### src/rtl/time_counter_dp_pkg.sv
// Shared field moduli, widths and the default prescaler length for the
// timekeeping datapath.
package time_counter_dp_pkg;

  localparam int MSEC_MOD = 100;
  localparam int SEC_MOD  = 60;
  localparam int MIN_MOD  = 60;
  localparam int HOUR_MOD = 24;

  localparam int MSEC_W = 7;
  localparam int SEC_W  = 6;
  localparam int MIN_W  = 6;
  localparam int HOUR_W = 5;

  // 100 MHz / 100 Hz
  localparam int F_COUNT_DEFAULT = 1_000_000;

endpackage

### src/rtl/mod_n_counter.sv
// Modulo-N counter with carry-producing increment, no-carry manual increment
// and a load value shared by reset and synchronous clear.
module mod_n_counter #(
  parameter int N = 60,
  parameter int W = 6
) (
  input  logic         clk,
  input  logic         reset,
  input  logic         clear,
  input  logic         i_inc,
  input  logic         i_up,
  input  logic [W-1:0] i_load,
  output logic [W-1:0] count,
  output logic         o_carry
);

  logic at_max;

  assign at_max  = (count == W'(N - 1));
  assign o_carry = i_inc && at_max;

  always_ff @(posedge clk or posedge reset) begin
    if (reset) begin
      count <= i_load;
    end else if (clear) begin
      count <= i_load;
    end else if (i_inc || i_up) begin
      count <= at_max ? '0 : count + W'(1);
    end
  end

endmodule

### src/rtl/time_counter_dp.sv
// Timekeeping datapath: 10 ms prescaler feeding a msec/sec/min/hour cascade,
// with run/stop, synchronous clear and per-field time-set while stopped.
module time_counter_dp
  import time_counter_dp_pkg::*;
#(
  parameter int F_COUNT   = F_COUNT_DEFAULT,
  parameter int INIT_HOUR = 0,
  parameter int INIT_MIN  = 0
) (
  input  logic              clk,
  input  logic              reset,
  input  logic              i_run,
  input  logic              i_clear,
  input  logic              i_sec_up,
  input  logic              i_min_up,
  input  logic              i_hour_up,
  output logic [MSEC_W-1:0] o_msec,
  output logic [SEC_W-1:0]  o_sec,
  output logic [MIN_W-1:0]  o_min,
  output logic [HOUR_W-1:0] o_hour,
  output logic              o_tick
);

  localparam int PW = (F_COUNT > 1) ? $clog2(F_COUNT) : 1;

  logic [PW-1:0] presc;
  logic          presc_at_end;
  logic          tick_d;
  logic          tick;
  logic          set_en;
  logic          msec_carry, sec_carry, min_carry, hour_carry_unused;

  assign presc_at_end = (presc == PW'(F_COUNT - 1));
  assign tick_d       = i_run && !i_clear && presc_at_end;
  assign set_en       = !i_run;

  // Prescaler only advances while running, so stop/resume keeps its phase.
  always_ff @(posedge clk or posedge reset) begin
    if (reset) begin
      presc <= '0;
      tick  <= 1'b0;
    end else begin
      tick <= tick_d;
      if (i_clear) begin
        presc <= '0;
      end else if (i_run) begin
        presc <= presc_at_end ? '0 : presc + PW'(1);
      end
    end
  end

  assign o_tick = tick;

  mod_n_counter #(.N(MSEC_MOD), .W(MSEC_W)) u_msec (
    .clk     (clk),
    .reset   (reset),
    .clear   (i_clear),
    .i_inc   (tick_d),
    .i_up    (1'b0),
    .i_load  ('0),
    .count   (o_msec),
    .o_carry (msec_carry)
  );

  mod_n_counter #(.N(SEC_MOD), .W(SEC_W)) u_sec (
    .clk     (clk),
    .reset   (reset),
    .clear   (i_clear),
    .i_inc   (msec_carry),
    .i_up    (set_en && i_sec_up),
    .i_load  ('0),
    .count   (o_sec),
    .o_carry (sec_carry)
  );

  mod_n_counter #(.N(MIN_MOD), .W(MIN_W)) u_min (
    .clk     (clk),
    .reset   (reset),
    .clear   (i_clear),
    .i_inc   (sec_carry),
    .i_up    (set_en && i_min_up),
    .i_load  (MIN_W'(INIT_MIN)),
    .count   (o_min),
    .o_carry (min_carry)
  );

  // Hour wraps 23 -> 0 with nothing above it to carry into.
  mod_n_counter #(.N(HOUR_MOD), .W(HOUR_W)) u_hour (
    .clk     (clk),
    .reset   (reset),
    .clear   (i_clear),
    .i_inc   (min_carry),
    .i_up    (set_en && i_hour_up),
    .i_load  (HOUR_W'(INIT_HOUR)),
    .count   (o_hour),
    .o_carry (hour_carry_unused)
  );

endmodule

### config.mk
export PLATFORM = sky130hd
export DESIGN_NAME = time_counter_dp
export DESIGN_NICKNAME = d
export VERILOG_FILES = /design/src/rtl/time_counter_dp_pkg.sv /design/src/rtl/mod_n_counter.sv /design/src/rtl/time_counter_dp.sv
export SDC_FILE = /design/constraint.sdc
export NUM_CORES = 1
export LEC_CHECK = 0
export CAP_MARGIN = 10
export CORE_MARGIN = 2
export CORE_UTILIZATION = 40
export DETAILED_ROUTE_END_ITERATION = 7
export SYNTH_ARGS = -nofsm -noshare
export SYNTH_HDL_FRONTEND = slang
export SYNTH_SLANG_ARGS = --single-unit
### constraint.sdc
create_clock -name clk -period 2.4 [get_ports clk]
set_clock_uncertainty 0.05 [all_clocks]
set_input_delay 0.24 -clock clk [delete_from_list [all_inputs] [get_ports clk]]
set_output_delay 0.24 -clock clk [all_outputs]
set_load 0.05 [all_outputs]
# Yosys cells after proc, flatten, opt, wreduce, memory -nomap -nowiden
# Index checks and enable logic that the tools add are counted.
[op_classes]
eq_ne = 5
reduce_logical = 18
n_addsub = 5
muxes = 15
[op_table]
columns = ["operator", "n"]
rows = [
  ["2-to-1 mux 20 bit", 3],
  ["2-to-1 mux 6 bit", 6],
  ["2-to-1 mux 7 bit", 3],
  ["adder 20 x 1 -> 20 bit, second input constant", 1],
  ["== test 20 bit, second input constant", 1],
  ["2-to-1 mux 5 bit", 3],
  ["adder 6 x 1 -> 6 bit, second input constant", 2],
  ["== test 6 bit, second input constant", 2],
  ["nonzero test 2 bit", 5],
  ["logical AND 1 bit", 8],
  ["adder 7 x 1 -> 7 bit, second input constant", 1],
  ["== test 7 bit, second input constant", 1],
  ["adder 5 x 1 -> 5 bit, second input constant", 1],
  ["== test 5 bit, second input constant", 1],
  ["logical OR 1 bit", 3],
  ["logical NOT 1 bit", 2],
]
[word_totals]
wordCells = 49
regBits = 45
output_inout_bits = 25
in_bits = 7

# Depth between registers and ports, before layout
# Gate-level depths: netlist of the first run.
[logic_depth]
word_depth = 9
depth_mapped = 8
depth_no_buf = 6

# Worst setup path before layout of the first run
# Ideal clock, no wire load.
[synth_timing]
kind = "flip-flop to flip-flop"
startpoint = "register u_min.count[0]"
endpoint = "register u_hour.count[2]"
arrival_time_ps = 2285
setup_ps = 131
n_path_buf = 0
period_less_slack_ps = 2466
path_slack_ps = -66
stages_incl_launch_ff = 7
required_time_ps = 2219
path_cell_list = "dfrtp_1 ha_1 nand2b_1 or4_1 nor4_4 nor4b_1 or3_1"
[synth_between]
elab_chain_cells = 4
[synth_rtl]
columns = ["item", "line", "source"]
rows = [
  ["from (decl)", "mod_n_counter.sv:13", "output logic [W-1:0] count,"],
  ["from (signal assigned)", "mod_n_counter.sv:24", "count <= i_load;"],
  ["from (signal assigned)", "mod_n_counter.sv:26", "count <= i_load;"],
  ["from (signal assigned)", "mod_n_counter.sv:28", "count <= at_max ? '0 : count + W'(1);"],
  ["== test 6 bit", "mod_n_counter.sv:19", "assign at_max = (count == W'(N - 1));"],
  ["logical AND 1 bit", "mod_n_counter.sv:20", "assign o_carry = i_inc && at_max;"],
  ["logical OR 1 bit", "mod_n_counter.sv:27", "end else if (i_inc || i_up) begin"],
  ["nonzero test 2 bit (no line)", "n/a", ""],
  ["to (signal assigned)", "mod_n_counter.sv:24", ""],
  ["to (signal assigned)", "mod_n_counter.sv:26", ""],
  ["to (signal assigned)", "mod_n_counter.sv:28", ""],
  ["to (decl)", "mod_n_counter.sv:13", ""],
]
# No other way between the ends.
# A chain may end at the register's enable or synchronous reset.

# Worst setup path after layout of the first run
[layout_timing]
startpoint = "register presc[0]"
endpoint = "register presc[18]"
[layout_between]
elab_chain_cells = 4
word_cells_on_any_way = 5
cone_classes = "add/sub: 1; eq/ne: 1; mux: 3"
[layout_rtl]
columns = ["item", "line", "source"]
rows = [
  ["from (decl)", "time_counter_dp.sv:26", "logic [PW-1:0] presc;"],
  ["from (signal assigned)", "time_counter_dp.sv:47", "presc <= presc_at_end ? '0 : presc + PW'(1);"],
  ["adder 20 x 1 -> 20 bit or == test 20 bit (tied branches)", "time_counter_dp.sv:47, time_counter_dp.sv:33", ""],
  ["2-to-1 mux 20 bit (*)", "time_counter_dp.sv:47", ""],
  ["2-to-1 mux 20 bit (*)", "time_counter_dp.sv:46", "end else if (i_run) begin"],
  ["2-to-1 mux 20 bit (*)", "time_counter_dp.sv:44", "if (i_clear) begin"],
]
# Mark *: on every way between the ends. The rest lies on a longest branch, timed or not. The select of a mux whose other input is x is not followed.

==> impl_metrics.yaml, run 1 <==
setup_path:
  slowest_stage: "or4_4"
  cp-end-kind: "register"
  cp_max_fo: 7
  worst_setup_path_start_kind: "register"
  worst-setup-path-type: "register to register"
  worstRegToRegCells: 6
  critical-path-max-stage-delay_ns: 0.56
  cp.arrival_ns: 2.46
  worst_ep_required_time_ns: 2.58
  r2r-start: "presc[0]"
  rrSetupSlack_ns: 0.12
  cp-startpoint: "presc[0]"
  r2r_end: "presc[18]"
  crit_chain: "ha_2, nand4_1, or2_1, or4_4, or4_1, nand3_1"
run_status:
  violations: "DRC"
  status: "finished with violations"
clock_network:
  clock_latency_ns: 0.30
  cts.hold.buffers_added: 0
  cts.htree.levels: 2
  cts_tree: "done"
  ctsLongestPathBuffers: 2
  cts_buffers: 5
  clock-root-buffer: "clkbuf_8"
  clkSlewWorstSetupHoldPaths_ns: 0.09
  postCtsSetupBuffers: 0
  cts_resized: 0
  numClockSinks: 45
floorplan:
  die_y_um: 85.9
  core_area_um2: 6420
  die_area_um2: 7380
  rows: 29
  start_util: 0.418
  die_x_um: 85.9
  ios: 32
finish:
  layout.cells.most_common_list: "dfrtp_1, clkdlybuf4s50_1, nand2_1"
  finish.instance_area_um2: 3300
  area_delta_synth_final_pct: 22.9
  fin_nets: 352
  n_antenna_cell: 0
  layout_commonest_cell: "dfrtp_1"
  drive_above_1_share: 0.147
sta:
  post-route-period-util: 0.949
  fin_ws_ns: 0.122
  final_max_slew_viol_count: 0
  rsz0062_at_grt: "no"
  fin_setup_tns_ns: 0
  setup_viol: 0
  slew_headroom: 0.534
  holdWs_ns: 0.309
  fmax_mhz: 439
  hold_violations: 0
  tightest_slew_ns: 0.698
  period_minus_slack_ns: 2.28
detailed_routing:
  wl_met3_um: 220
  routedWlPerCell_um: 15.1
  maxUsedRoutingLayer: "met4"
  ant_nets: 0
  dr.pass1.iters: 7
  viasPerCell: 5.73
  num_vias: 2397
  met2RoutedLength_um: 2780
  wl_met1_um: 3220
  wirelength_um: 6310
  initialDrtViolationCount: 131
  drcViolationCount: 4
pwr:
  powerDensity_nw_per_um2: 444
  ir_drop_mv: 0.250
  p_leak_nw: 1.39
place:
  dp_hpwl_um: 4450
  port_buffers: 31
  place_area_um2: 3180
  place_ws_ns: 0.0580
  gp_congestion: 0.827
global_routing:
  grt_max_degree: 32
  grt_pass1_wl_um: 10900
  antenna_found_initial: 0
  grt_pass1_vias: 2272
  grt_use_total: 0.181
  grt_overflow: 0
synth:
  netlist_area_um2: 2680
  synth_seq_area_share: 0.420
  synth_cells: 296
  ys.flop_type: "dfrtp_1"
  synth_nets: 308
  yosys_register_bits: 45
  synthArstFlopShare: 1.00
  syn_avg_cell_area_um2: 9.06
  yosysUniqueCellTypes: 59
  synth_edf_count: 0
  yosysWarnings: 0
hold_path:
  min-delay-path-class: "input port to async pin"
flow_run:
  maxCapViolations: 0
[cells by family (layout without fill, tap and decap cells)]
group	count (synthesis)	after routing	synth area share
AO/OA/AOI/OAI	84	84	0.210
XOR/XNOR	1	1	0.00327
adder cells (fa/ha/maj)	5	5	0.0233
buffers and inverters	28	73	0.0424
flip-flops	45	45	0.420
multiplexers	3	3	0.0117
AND/OR/NAND/NOR	130	130	0.290
[registers in the layout (all words and copies together) (netlist names)]
register and count:
presc 20, u_msec.count 7, u_sec.count 6, u_min.count 6
u_hour.count 5, o_tick 1
[power by group]
part / switching [W] / internal [W] / leakage, nW
logic: 0.0000975 / 0.0000561 / 0.713
registers: 0.0000149 / 0.000770 / 0.618
clock network: 0.000265 / 0.000261 / 0.0542
total: 0.000377 / 0.00109 / 1.39
[per-layer routing]
metal	vias up	GRT usage
met4	0	0.0606
met2	47	0.280
li1	1202	-
met5	-	0
met1	1143	0.262
met3	5	0.0212
[how the worst max path moves through the flow]
stage / endpoint / slack [ns] / cells after the start
3_3_place_gp: u_hour.count[3] / 0.13 / 8
4_1_cts: presc[18] / 0.09 / 6
5_1_grt: u_min.count[5] / 0.005 / 6
6_report: presc[18] / 0.12 / 6
3_5_place_dp: presc[12] / 0.06 / 6
2_1_floorplan: u_hour.count[2] / 0.06 / 5
[worst max-delay path, delay by kind of cell, from the launching register on]
family        cells  cell delay, ns
simple gates      5            1.47
fa+ha+maj         1            0.27
flops             1            0.43
[metrics by stage]
| stage | total power [W] | util | cells |
|---|---|---|---|
| finish | 0.00146 | 0.513 | 418 |
| detailed placement | 0.000954 | 0.495 | 410 |
| CTS | 0.00148 | 0.511 | 418 |
| floorplan | 0.000897 | - | 296 |
| global placement | 0.000952 | 0.495 | 410 |
| global route | 0.00153 | 0.513 | 418 |
[area by class of cell]
type / instances / area [µm²]
Clock buffer: 7 / 96.3
Multi-Input combinational cell: 223 / 1460
Clock inverter: 1 / 5.00
Timing Repair Buffer: 50 / 453
Sequential cell: 45 / 1130
Tap cell: 77 / 96.3
Fill cell: 598 / 3130
Inverter: 15 / 56.3
[synth_stat cells, drive strengths merged (6+ instances only)]
master | number | area (µm²)
nand3 | 25 | 130
a31oi | 12 | 75.1
o21ai | 19 | 95.1
dfrtp | 45 | 1130
nor3 | 8 | 40.0
and3 | 9 | 56.3
nand4 | 8 | 56.3
nand2b | 9 | 56.3
inv | 15 | 56.3
nor2 | 12 | 45.0
nand2 | 27 | 101
a21oi | 17 | 85.1
clkbuf | 6 | 23.8
buf | 7 | 33.8
Power figures use the tool's default switching activity.
==> inputs of run 2 (changes only) <==
==> constraint.sdc (replaced) <==
create_clock -name clk -period 2.4 [get_ports clk]
set_clock_uncertainty 0.05 [all_clocks]
set_input_delay 0.24 -clock clk [delete_from_list [all_inputs] [get_ports clk]]
set_output_delay 0.24 -clock clk [all_outputs]
set_load 0.1 [all_outputs]
==> run 2 against run 1 <==
Compared with the run above:
- the run still ends with DRC left
- flip-flop and latch count unchanged
- via count shrank 0.38%
- global-route usage shrank 0.12 points
- critical path depth is the same
==> impl_metrics.yaml, run 2 (synthesized netlist as in run 1, its figures left out) <==
run_status:
  status: "finished with violations"
  violations: "DRC"
setup_path:
  cp_max_fo: 6
  r2r-start: "presc[0]"
  worst_setup_path_start_kind: "register"
  r2r_end: "presc[18]"
  rrSetupSlack_ns: 0.22
  cp-end-kind: "register"
  cp.arrival_ns: 2.37
  worstRegToRegCells: 6
  worst-setup-path-type: "register to register"
  worst_ep_required_time_ns: 2.59
global_routing:
  grt_overflow: 0
  antenna_found_initial: 0
  grt_pass1_vias: 2200
  grt_max_degree: 32
  grt_pass1_wl_um: 10700
  grt_use_total: 0.180
clock_network:
  ctsLongestPathBuffers: 2
  cts_tree: "done"
  numClockSinks: 45
  cts_resized: 0
  cts_buffers: 5
  cts.hold.buffers_added: 0
  clkSlewWorstSetupHoldPaths_ns: 0.09
  clock_latency_ns: 0.29
  cts.htree.levels: 2
  clock-root-buffer: "clkbuf_8"
  postCtsSetupBuffers: 0
detailed_routing:
  viasPerCell: 5.80
  initialDrtViolationCount: 225
  wl_met3_um: 265
  wirelength_um: 6070
  routedWlPerCell_um: 14.7
  drcViolationCount: 6
  wl_met1_um: 3040
  dr.pass1.iters: 6
  maxUsedRoutingLayer: "met4"
  ant_nets: 0
  met2RoutedLength_um: 2660
  num_vias: 2388
sta:
  hold_violations: 0
  rsz0062_at_grt: "no"
  slew_headroom: 0.554
  fmax_mhz: 458
  setup_viol: 0
  tightest_slew_ns: 0.666
  post-route-period-util: 0.910
  final_max_slew_viol_count: 0
  period_minus_slack_ns: 2.18
  fin_setup_tns_ns: 0
finish:
  layout.cells.most_common_list: "buf_4, dfrtp_1, nand2_1"
  final_util: 0.498
  fin_nets: 346
  drive_above_1_share: 0.227
  area_delta_synth_final_pct: 19.2
  layout_commonest_cell: "buf_4"
  regMostFlops: "presc"
  n_antenna_cell: 0
  filler_cell_count: 597
  largest_reg_flops: 20
  largestRegisters: "presc x20, u_msec.count x7"
floorplan:
  die_area_um2: 7380
  die_x_um: 85.9
  die_y_um: 85.9
  rows: 29
  start_util: 0.418
  ios: 32
  core_area_um2: 6420
hold_path:
  min-delay-path-class: "input port to async pin"
place:
  gp_congestion: 0.891
  port_buffers: 31
  dp_hpwl_um: 4310
pwr:
  ir_drop_mv: 0.234
  p_leak_nw: 1.38
  powerDensity_nw_per_um2: 452
flow_run:
  maxCapViolations: 0
run 2: final cells by class:
cell class              instances  area [µm²]  share of cell area
inverters                      15        56.3              0.0176
multi-input cells             223        1440               0.451
clock buffers                   8        90.1              0.0282
repair buffers                 44         358               0.112
flip-flops and latches         45        1150               0.361
well taps                      77        96.3              0.0301
run 2: through the flow:
step | setup slack, ns | cell area [µm²] | hold WS, ns | instances | total power, W
after floorplan | 0.0113 | 2710 | 0.428 | 296 | 0.000927
after global placement | 0.253 | 3110 | 0.458 | 404 | 0.000983
after detailed placement | 0.236 | 3110 | 0.461 | 404 | 0.000983
after CTS | 0.214 | 3200 | 0.295 | 412 | 0.00148
after global routing | 0.103 | 3200 | 0.334 | 412 | 0.00152
final | 0.215 | 3200 | 0.269 | 412 | 0.00145
run 2: report_power, final:
| group | switching (W) | internal (W) | total (W) |
|---|---|---|---|
| combinational | 0.000125 | 0.0000545 | 0.000179 |
| clock | 0.000246 | 0.000235 | 0.000481 |
| sequential | 0.0000145 | 0.000772 | 0.000786 |
| total | 0.000385 | 0.00106 | 0.00145 |
run 2: worst max-delay path: stages (launching register included):
cell	delay (ns)
dfrtp_1	0.42
ha_1	0.19
nand4_1	0.12
or2_1	0.29
or4_4	0.56
or4_1	0.40
nand3_1	0.09
run 2: how the worst max path moves through the flow:
stage,slack (ns),to,start
floorplan,0.01,u_hour.count[2],u_min.count[1]
CTS,0.21,presc[18],presc[0]
finish,0.22,presc[18],presc[0]
detailed placement,0.24,presc[18],presc[0]
global placement,0.25,presc[18],presc[0]
global route,0.10,u_msec.count[3],presc[12]
run 2: per-layer routing:
metal / vias up / global-route usage
met1: 1133 / 0.268
met3: 9 / 0.0269
met5: - / 0
li1: 1194 / -
met4: 0 / 0.0707
met2: 52 / 0.261
==> inputs of run 3 (changes only) <==
--- a/config.mk
+++ b/config.mk
@@ -8,6 +8,7 @@
 export CAP_MARGIN = 10
 export CORE_MARGIN = 2
 export CORE_UTILIZATION = 40
+export CTS_CLUSTER_DIAMETER = 100
 export DETAILED_ROUTE_END_ITERATION = 7
 export SYNTH_ARGS = -nofsm -noshare
 export SYNTH_HDL_FRONTEND = slang
==> constraint.sdc (replaced) <==
create_clock -name clk -period 1.86 [get_ports clk]
set_clock_uncertainty 0.05 [all_clocks]
set_input_delay 0.186 -clock clk [delete_from_list [all_inputs] [get_ports clk]]
set_output_delay 0.186 -clock clk [all_outputs]
set_load 0.1 [all_outputs]
==> run 3 against run 2 <==
Compared with the run above:
- fmax grew 9.8%
- critical endpoint is now u_sec.count[0]
- global-route usage up 2.2 points
- register-to-register slack got worse by 0.35 ns
- critical path type unchanged
- sequential share of layout area shrank 8.3 points
- the flow finishes with violations (setup timing)
- non-clock buffer count up 74
- flip-flop and latch count is the same
- clock power up 32%
- setup slack got worse by 0.35 ns
- core utilization increased by 17 points
- die area stayed put
==> impl_metrics.yaml, run 3 (synthesized netlist as in run 1, its figures left out) <==
run_status:
  status: "finished with violations"
  violations: "setup timing"
detailed_routing:
  dr.pass1.iters: 6
  initialDrtViolationCount: 89
  num_vias: 2754
  ant_nets: 0
  wirelength_um: 7750
  viasPerCell: 5.67
  drcViolationCount: 0
  routedWlPerCell_um: 16.0
pwr:
  ir_drop_mv: 0.285
  total_power_w: 0.00200
  powerDensity_nw_per_um2: 469
  p_leak_nw: 1.85
setup_path:
  worst_setup_path_start_kind: "register"
  worst_ep_required_time_ns: 2.03
  slowest_stage: "dfrtp_1"
  critical-path-max-stage-delay_ns: 0.42
  critPathBufInv: 1
  cp.arrival_ns: 2.16
  cp_max_fo: 6
  crit_chain: "nor4b_4, and4_4, buf_6, a2bb2oi_4, or3_4, a21oi_2"
  crit_family: "simple AND/OR/NAND/NOR gates"
  worst-setup-path-type: "register to register"
  cp-end-kind: "register"
sta:
  final_max_slew_viol_count: 0
  fin_setup_tns_ns: -1.02
  rsz0062_at_grt: "yes"
  fmax_mhz: 502
  period_minus_slack_ns: 1.99
  holdWs_ns: 0.160
  hold_violations: 0
  tightest_slew_ns: 0.465
  post-route-period-util: 1.07
  setup_viol: 19
  fin_ws_ns: -0.130
  slew_headroom: 0.690
clock_network:
  clock_latency_ns: 0.30
  clock-root-buffer: "clkbuf_8"
  ctsLongestPathBuffers: 2
  cts_buffers: 5
  clkSlewWorstSetupHoldPaths_ns: 0.08
  cts.htree.levels: 2
  cts_tree: "done"
  numClockSinks: 45
place:
  port_buffers: 31
  dp_hpwl_um: 5250
  dp.cells: 467
  gp_congestion: 0.789
global_routing:
  grt_pass1_wl_um: 12000
  grt_overflow: 0
  grt_use_total: 0.202
  grt_max_degree: 24
  antenna_found_initial: 0
  grt_pass1_vias: 2549
floorplan:
  start_util: 0.418
  die_x_um: 85.9
  ios: 32
  die_area_um2: 7380
  core_area_um2: 6420
  rows: 29
  die_y_um: 85.9
hold_path:
  min-delay-path-class: "input port to async pin"
finish:
  fin_nets: 420
  layout.cells.most_common_list: "buf_4, nand2_1, dfrtp_1"
  fin_cells: 486
  regMostFlops: "presc"
  drive_above_1_share: 0.496
  largest_reg_flops: 20
  largestRegisters: "presc x20, u_msec.count x7"
  area_delta_synth_final_pct: 58.9
  filler_cell_count: 542
  regArea_um2: 1180
  n_antenna_cell: 0
  multi_input_area_um2: 1820
  layout_commonest_cell: "buf_4"
flow_run:
  maxCapViolations: 0
-- run 3: changes by cell type in the layout (fill, tap and decap cells not counted), moves of 5 or more --
cell	change
buf_4	+60
o21ai_0	-15
a21oi_1	-11
a21oi_2	+10
buf_6	+9
dfrtp_4	+9
o21ai_1	+9
o21ai_2	+6
dfrtp_1	-5
-- run 3: metrics by stage --
stage	setup slack [ns]	cell area [µm²]	utilization
2_1_floorplan	-0.368	2830	-
3_3_place_gp	-0.183	3730	0.580
3_5_place_dp	-0.223	3730	0.580
4_1_cts	-0.103	3940	0.613
5_1_grt	-0.218	4260	0.664
6_report	-0.130	4260	0.664
-- run 3: path summary, 6_finish.rpt --
| kind | end | cells after the start | slack, ns | startpoint |
|---|---|---|---|---|
| setup / recovery | u_sec.count[0] | 6 | -0.13 | presc[8] |
| hold / removal | u_hour.count[3] | 2 | 0.16 | reset |
| setup reg to reg | u_sec.count[0] | 6 | -0.13 | presc[8] |
| hold reg to reg | u_sec.count[4] | 1 | 0.49 | u_sec.count[4] |
| max in group asynchronous | u_sec.count[1] | 3 | 1.11 | reset |
| min in group clk | u_sec.count[4] | 1 | 0.49 | u_sec.count[4] |
-- run 3: power breakdown --
group / leakage (nW) / switching, W / total (W) / internal, W
logic: 1.22 / 0.000208 / 0.000353 / 0.000145
registers: 0.588 / 0.0000151 / 0.00101 / 0.000995
clock network: 0.0455 / 0.000331 / 0.000634 / 0.000304
total: 1.85 / 0.000554 / 0.00200 / 0.00144
-- run 3: what timing repair did --
action,4_1_cts,5_1_grt
gates resized for setup,27,55
pin swaps,14,21
gates cloned,1,2
hold buffers,0,0
buffers inserted,2,8
endpoints found under the setup margin,34,40
-- run 3: routing by layer --
layer / global-route usage / wire (µm) / up-vias
li1: - / - / 1337
met1: 0.281 / 3500 / 1353
met2: 0.326 / 3870 / 55
met3: 0.0346 / 257 / 9
met4: 0.0534 / 120 / 0
met5: 0 / 0 / -
-- run 3: cell type report --
cell class / count / area share
inverter: 15 / 0.0132
clock buffer: 8 / 0.0211
multi-input combinational: 223 / 0.426
tap: 77 / 0.0226
timing repair buffer: 118 / 0.239
sequential: 45 / 0.278
-- run 3: worst register-to-register path, stage by stage (launching register included) --
cell and delay, ns:
dfrtp_1 0.42, nor4b_4 0.40, and4_4 0.37, buf_6 0.13, a2bb2oi_4 0.06, or3_4 0.34, a21oi_2 0.15
